File: src/rtl/instruction_fetch_stage_if.sv
// instruction_fetch_stage_if: instruction memory req/ready/valid bus
interface instruction_fetch_stage_if;
  logic        req;
  logic [31:0] address;
  logic        ready;
  logic        valid;
  logic [31:0] data;
  modport master(output req, address, input ready, valid, data);
  modport slave(input req, address, output ready, valid, data);
endinterface

File: src/rtl/instruction_fetch_stage.sv
// instruction_fetch_stage: PC owner, single-outstanding imem fetch, IF/ID register
module instruction_fetch_stage #(
  parameter logic [31:0] RESET_PC = 32'h0000_0000
) (
  input  logic                              clk,
  input  logic                              rst,
  input  logic                              i_stall,
  input  logic                              i_flush,
  input  logic                              i_pc_src,
  input  logic [31:0]                       i_branch_target,
  input  logic                              i_jump_reg,
  input  logic [31:0]                       i_jump_reg_target,
  input  logic                              i_jump,
  input  logic [31:0]                       i_jump_target,
  instruction_fetch_stage_if.master         imem,
  output logic [31:0]                       o_instruction,
  output logic [31:0]                       o_pc_add_result,
  output logic                              o_instr_valid
);
  typedef enum logic [1:0] {S_FETCH, S_WAIT, S_DRAIN, S_HOLD} state_t;
  state_t      r_state, w_next_state;
  logic [31:0] r_pc, r_req_pc, r_hold_data;
  logic [31:0] w_next_pc, w_target, w_req_pc4, w_deliver_data;
  logic        w_redirect, w_accept, w_deliver, w_capture;
  assign w_redirect = i_pc_src | i_jump_reg | i_jump;
  assign w_target   = (i_pc_src ? i_branch_target : i_jump_reg ? i_jump_reg_target : i_jump_target) & ~32'h3;
  assign w_req_pc4  = r_req_pc + 32'd4;
  assign imem.req     = (r_state == S_FETCH) & ~rst;
  assign imem.address = r_pc;
  // next state, next PC and delivery decisions; the older redirect source wins the target
  always_comb begin
    w_next_state   = r_state;
    w_next_pc      = w_redirect ? w_target : r_pc;
    w_accept       = 1'b0;
    w_deliver      = 1'b0;
    w_capture      = 1'b0;
    w_deliver_data = r_hold_data;
    case (r_state)
      S_FETCH: begin
        w_accept     = imem.ready;
        w_next_state = imem.ready ? (w_redirect ? S_DRAIN : S_WAIT) : S_FETCH;
      end
      S_WAIT: begin
        if (w_redirect) w_next_state = imem.valid ? S_FETCH : S_DRAIN;
        else if (imem.valid && !i_stall) begin
          w_deliver      = 1'b1;
          w_deliver_data = imem.data;
          w_next_pc      = w_req_pc4;
          w_next_state   = S_FETCH;
        end else if (imem.valid) begin
          w_capture    = 1'b1;
          w_next_state = S_HOLD;
        end
      end
      S_DRAIN: w_next_state = imem.valid ? S_FETCH : S_DRAIN;
      S_HOLD: begin
        if (w_redirect) w_next_state = S_FETCH;
        else if (!i_stall) begin
          w_deliver    = 1'b1;
          w_next_pc    = w_req_pc4;
          w_next_state = S_FETCH;
        end
      end
      default: w_next_state = S_FETCH;
    endcase
  end
  // fetch state, PC and the accepted-request bookkeeping
  always_ff @(posedge clk or posedge rst) begin
    if (rst) begin
      r_state     <= S_FETCH;
      r_pc        <= {RESET_PC[31:2], 2'b00};
      r_req_pc    <= '0;
      r_hold_data <= '0;
    end else begin
      r_state     <= w_next_state;
      r_pc        <= w_next_pc;
      r_req_pc    <= w_accept ? r_pc : r_req_pc;
      r_hold_data <= w_capture ? imem.data : r_hold_data;
    end
  end
  // IF/ID register: flush beats stall beats delivery, otherwise a NOP bubble
  always_ff @(posedge clk or posedge rst) begin
    if (rst) begin
      o_instruction   <= '0;
      o_pc_add_result <= '0;
      o_instr_valid   <= 1'b0;
    end else if (i_flush || (!i_stall && !w_deliver)) begin
      o_instruction <= '0;
      o_instr_valid <= 1'b0;
    end else if (!i_stall) begin
      o_instruction   <= w_deliver_data;
      o_pc_add_result <= w_req_pc4;
      o_instr_valid   <= 1'b1;
    end
  end
endmodule
File: src/flat_wrapper.sv
// flat-port wrapper written by rule: the top's interface ports become plain ports
module instruction_fetch_stage_flat 
#(
  parameter logic [31:0] RESET_PC = 32'h0000_0000
)
  (clk, rst, i_stall, i_flush, i_pc_src, i_branch_target, i_jump_reg, i_jump_reg_target, i_jump, i_jump_target, o_instruction, o_pc_add_result, o_instr_valid, imem_req, imem_address, imem_ready, imem_valid, imem_data);
  instruction_fetch_stage_if imem_i ();
  input  logic clk;
  input  logic rst;
  input  logic i_stall;
  input  logic i_flush;
  input  logic i_pc_src;
  input  logic [31:0] i_branch_target;
  input  logic i_jump_reg;
  input  logic [31:0] i_jump_reg_target;
  input  logic i_jump;
  input  logic [31:0] i_jump_target;
  output logic [31:0] o_instruction;
  output logic [31:0] o_pc_add_result;
  output logic o_instr_valid;
  output wire logic [$bits(imem_i.req)-1:0] imem_req;
  output wire logic [$bits(imem_i.address)-1:0] imem_address;
  input wire logic [$bits(imem_i.ready)-1:0] imem_ready;
  input wire logic [$bits(imem_i.valid)-1:0] imem_valid;
  input wire logic [$bits(imem_i.data)-1:0] imem_data;
  assign imem_req = imem_i.req;
  assign imem_address = imem_i.address;
  assign imem_i.ready = imem_ready;
  assign imem_i.valid = imem_valid;
  assign imem_i.data = imem_data;
  instruction_fetch_stage #(.RESET_PC(RESET_PC)) u_core (.clk(clk), .rst(rst), .i_stall(i_stall), .i_flush(i_flush), .i_pc_src(i_pc_src), .i_branch_target(i_branch_target), .i_jump_reg(i_jump_reg), .i_jump_reg_target(i_jump_reg_target), .i_jump(i_jump), .i_jump_target(i_jump_target), .imem(imem_i), .o_instruction(o_instruction), .o_pc_add_result(o_pc_add_result), .o_instr_valid(o_instr_valid));
endmodule
File: config.mk
export PLATFORM = sky130hd
export DESIGN_NAME = instruction_fetch_stage_flat
export DESIGN_NICKNAME = d
export VERILOG_FILES = /design/src/rtl/instruction_fetch_stage_if.sv /design/src/rtl/instruction_fetch_stage.sv /design/src/flat_wrapper.sv
export SDC_FILE = /design/constraint.sdc
export NUM_CORES = 1
export LEC_CHECK = 0
export ABC_AREA = 1
export CAP_MARGIN = 10
export CELL_PAD_IN_SITES_DETAIL_PLACEMENT = 0
export CELL_PAD_IN_SITES_GLOBAL_PLACEMENT = 1
export CORE_ASPECT_RATIO = 1.5
export CORE_MARGIN = 2
export CORE_UTILIZATION = 25
export DETAILED_ROUTE_END_ITERATION = 10
export GPL_TIMING_DRIVEN = 0
export PLACE_DENSITY_LB_ADDON = 0.3
export SETUP_SLACK_MARGIN = 0.02
export SLEW_MARGIN = 20
export SYNTH_ARGS = -nofsm -noshare
export SYNTH_HDL_FRONTEND = slang
export SYNTH_SLANG_ARGS = --single-unit
File: constraint.sdc
create_clock -name clk -period 12.75 [get_ports clk]
set_input_delay 3.825 -clock clk [delete_from_list [all_inputs] [get_ports clk]]
set_output_delay 3.825 -clock clk [all_outputs]
set_load 0.005 [all_outputs]
-- After elaboration in Yosys (flattened, before gate mapping)
Cells that the tools add are included.
- word-level logic and storage cells: 62
- output and inout port bits: 98
- bits of input ports: 137
- register bits: 163
- equality and inequality tests: 6
- multiplexer cells: 34
- add/sub/neg operators: 1
- bitwise logic cells: 6
- reductions and logical operators: 8
- operators by type and width (kind ; count):
    32-bit 2-to-1 mux ; 12
    32-bit case mux with 2 select lines ; 1
    32-bit by 3-bit adder with 32-bit output (second input constant) ; 1
    2-bit 2-to-1 mux ; 8
    1-bit 2-to-1 mux ; 11
    2-bit case mux with 4 select lines ; 1
    2-bit == test (second input constant) ; 2
    4-bit by 2-bit inequality test with 1-bit output (second input constant) ; 1
    2-bit AND reduction ; 2
    3-bit by 2-bit inequality test with 1-bit output (second input constant) ; 1
    1-bit inverter ; 3
    2-bit by 1-bit == test with 1-bit output (second input constant) ; 1
    1-bit logical AND ; 2
    1-bit zero test ; 2
    2-bit zero test ; 1
    2-bit by 1-bit inequality test with 1-bit output (second input constant) ; 1
    1-bit bitwise OR ; 2
    1-bit case mux with 2 select lines ; 1
    1-bit AND ; 1
    1-bit logical OR ; 1

-- Depth between registers and ports, before layout
- depth after elaboration: 10
- gate-level depth with buffers: 13
- depth with buffers taken out: 13

-- Worst setup path before layout
OpenSTA, ideal clock, no wires.
- path kind: input to output
- start: in rst
- end: out imem_req
- stages: 1
- required time: 8.925 ns
- path buffers: 0
- data arrival time: 3.985 ns
- slack: 4.940 ns
- cell sequence: nor3_1
- cells in the longest elaborated chain, start to end: 2
- ends and longest elaborated chain (what ; line ; source):
    start, declared ; flat_wrapper.sv:9 ; input logic rst;
    1-bit inverter ; instruction_fetch_stage.sv:28 ; assign imem.req = (r_state == S_FETCH) & ~rst;
    1-bit AND ; instruction_fetch_stage.sv:28 ;
    end, declared ; flat_wrapper.sv:21 ; output wire logic [$bits(imem_i.req)-1:0] imem_req;
No other way between the ends.

-- Worst setup path after layout
Same ends and word-level chain as after synthesis.

==> metrics <==
status=completed; nets@finish=1606; most common cell in the netlist=nand2_1; Synthesis Warnings=0; number of DRC markers in iteration 0=425; initial antenna violation count=0; PD cells=115 mW/mm²; clock-pin slew on the worst setup and hold paths=70 ps; diode count=0; CTS Buffer Depth=2; CP required=8920 ps; setup_tns=0 ps; Startpoint Class=primary input; Detailed Routing Iterations Pass 1=5; # clock sinks=163; area delta synth->final=38.5%; Finish-stage setup viols=0; post-synthesis cell count=1223; top_reg_cell synth=dfrtp_1; routability cong.=0.906; top-area cell type share of the netlist area=45.4%; hold path cells=2; clk_skew=9.61 ps; Synth Net Count=1361; first-pass GRT wire length=57.8 mm; fillers=3878; Post-CTS Setup Inserts=0; post-CTS sizing=0; # placed instances=1927; Vias/cell=4.70; I/O Pins=235; VDD IR max=0.0985 mV; synthesized-area fraction occupied by and/or/nand/nor cells=25.9%; drt wl/cell=19.3 µm; Die W=159 µm; crit share post-route=70.1%; Max-Cap Viols=0; Hold Crit Start=u_core.r_hold_data[6]; largest family of logic cells by synthesized area=simple AND/OR/NAND/NOR gates; Max-Slew Margin vs Limit=37.2%; Hold Path End=u_core.r_hold_data[6]; All-Layer GR Usage=20.4%; Highest Clock Rate=112 MHz; Worst Path Max Fanout=2; row cnt=85; Cell Count, Final, Fillers Out=1959; fin util=34.9%; synthesized area=0.00899 mm²; Syn Area/Cell=7.35 µm²; Post-Route WL=37.8 mm; leakage=0.00536 µW; slowest CP cell=clkdlybuf4s50_1; Worst R2R Path Depth=8; clk_lat worst skew=450 ps; RR Endpoint=u_core.imem.address[12]; Post-Synth Adder-Cell Area=0.139%; post-synthesis compound-gate area fraction=18.9%; synth unique cells=42; die area=0.0375 mm²; crit end category=primary output; Hold Fails Final Rpt=0; most frequent cell on the critical path=clkdlybuf4s50_1; final hold slack=481 ps; Worst Hold Class=register to register; Post-Synth XOR/XNOR Area=1.66%; top cells by area, synth=dfrtp_1, nand2_1, o21ai_0; die height=236 µm; Post-synth top cells=nand2_1, dfrtp_1, o21ai_0; RSZ-0062 raised after global routing=no; asr flop ratio synth=100%; Reg2Reg Setup Slack=10210 ps; post-synth top area cell=dfrtp_1; TritonCTS Buffers=17; vias in the first global route=9508; Buf+Inv Stages, Crit Path=2; Top delay family on crit path=buffers and inverters; post-synthesis mux area share=0%; share of layout cells above drive strength 1=5.60%; sequential area share after synthesis=45.4%; EDFF count, synth=0; HPWL Detailed=29.3 mm; worst slew pin tran=936 ps; Slew Viols, Final=0; kind of critical path=primary input to primary output; Largest stage delay, worst path=570 ps; Vias=9215; Routed Antenna Nets=0; crit-path cells=clkdlybuf4s50_1, nor3_1, clkdlybuf4s50_1; #FFs+latches synth=163; CTS Root Cell=clkbuf_16; total grt overflow=0; crit path time final=8940 ps; H-tree levels=4; CP arrival=5120 ps; largest net degree at the start of global routing=99; Starting Density=25.2%; hold_buf cts=0; CTS tree=done; PortBufs=225; Core Area=0.0356 mm²; Post-route DRC=0; RR Startpoint=u_core.r_req_pc[2]
kinds of logic after synthesis:
family / Yosys count
AND/OR/NAND/NOR: 560
adder cells (fa/ha/maj): 1
AO/OA/AOI/OAI: 314
flip-flops: 163
XOR/XNOR: 17
buffers and inverters: 168
flip-flops by register name, indices dropped and copies added, names as in the netlist:
| register | count |
|---|---|
| u_core.o_instruction | 32 |
| u_core.r_req_pc | 32 |
| u_core.o_instr_valid | 1 |
| u_core.imem.address | 32 |
| u_core.r_state | 2 |
| u_core.r_hold_data | 32 |
| u_core.o_pc_add_result | 32 |
layout make-up:
cell class / instances / area [µm²] / share of cell area (%)
inverters: 98 / 379 / 3.05
multi-input cells: 892 / 4190 / 33.7
clock inverters: 14 / 144 / 1.16
well taps: 478 / 598 / 4.81
clock buffers: 18 / 429 / 3.45
plain buffers: 70 / 347 / 2.79
flip-flops and latches: 163 / 4080 / 32.8
repair buffers: 226 / 2280 / 18.3
worst min-delay path: stages (launching register included):
cell,delay [ps]
dfrtp_1,340
nand2_1,50
o21ai_0,60
cells in the final DEF (no fill, tap or decap), types with 2 or more instances in the layout:
cell type / count
nand2_1: 384
clkdlybuf4s50_1: 225
dfrtp_1: 163
o21ai_0: 159
inv_1: 89
nor2_1: 76
a21oi_1: 74
nand3_1: 68
clkbuf_1: 42
o21ai_1: 26
a211oi_1: 21
clkbuf_16: 17
a31oi_1: 15
buf_2: 14
xor2_1: 13
buf_6: 8
a21boi_0: 8
nor3_1: 8
o211ai_1: 6
inv_6: 5
clkinv_2: 4
inv_2: 4
nor2_2: 4
xnor2_1: 4
nand3b_1: 4
buf_1: 4
clkinv_4: 4
nand2_2: 3
nor2_4: 3
inv_8: 3
clkbuf_2: 2
nand2_4: 2
o22ai_1: 2
per-stage QoR:
| stage | worst slack (ps) | total power, µW | cell area (µm²) |
|---|---|---|---|
| after floorplan | 4520 | 759 | 8990 |
| after global placement | 1740 | 927 | 11800 |
| after detailed placement | 3810 | 929 | 11900 |
| after CTS | 3790 | 1450 | 12400 |
| after global routing | 3690 | 1510 | 12400 |
| final | 3810 | 1440 | 12400 |
how the worst max path moves through the flow:
stage / start / endpoint / slack [ps] / cells after the start
after floorplan: rst / u_core.imem.address[0] / 4520 / 1
after global placement: rst / u_core.imem.address[24] / 1740 / 2
after detailed placement: rst / imem_req / 3810 / 3
after CTS: rst / imem_req / 3790 / 3
after global routing: rst / imem_req / 3690 / 3
final: rst / imem_req / 3810 / 3
routing by layer:
layer	global-route usage, %	up-vias	wire [µm]
met5	0	-	0
met4	10.4	0	1820
met3	3.52	74	1540
met2	38.1	263	20400
li1	-	4499	-
met1	21.8	4379	14100
report_power, final:
part	leakage (µW)	internal [µW]	total [µW]	switching (µW)
combinational	0.00291	123	297	174
clock	0.000280	275	517	241
sequential	0.00216	564	621	57.6
No activity file was read; power rests on OpenSTA's default activity.
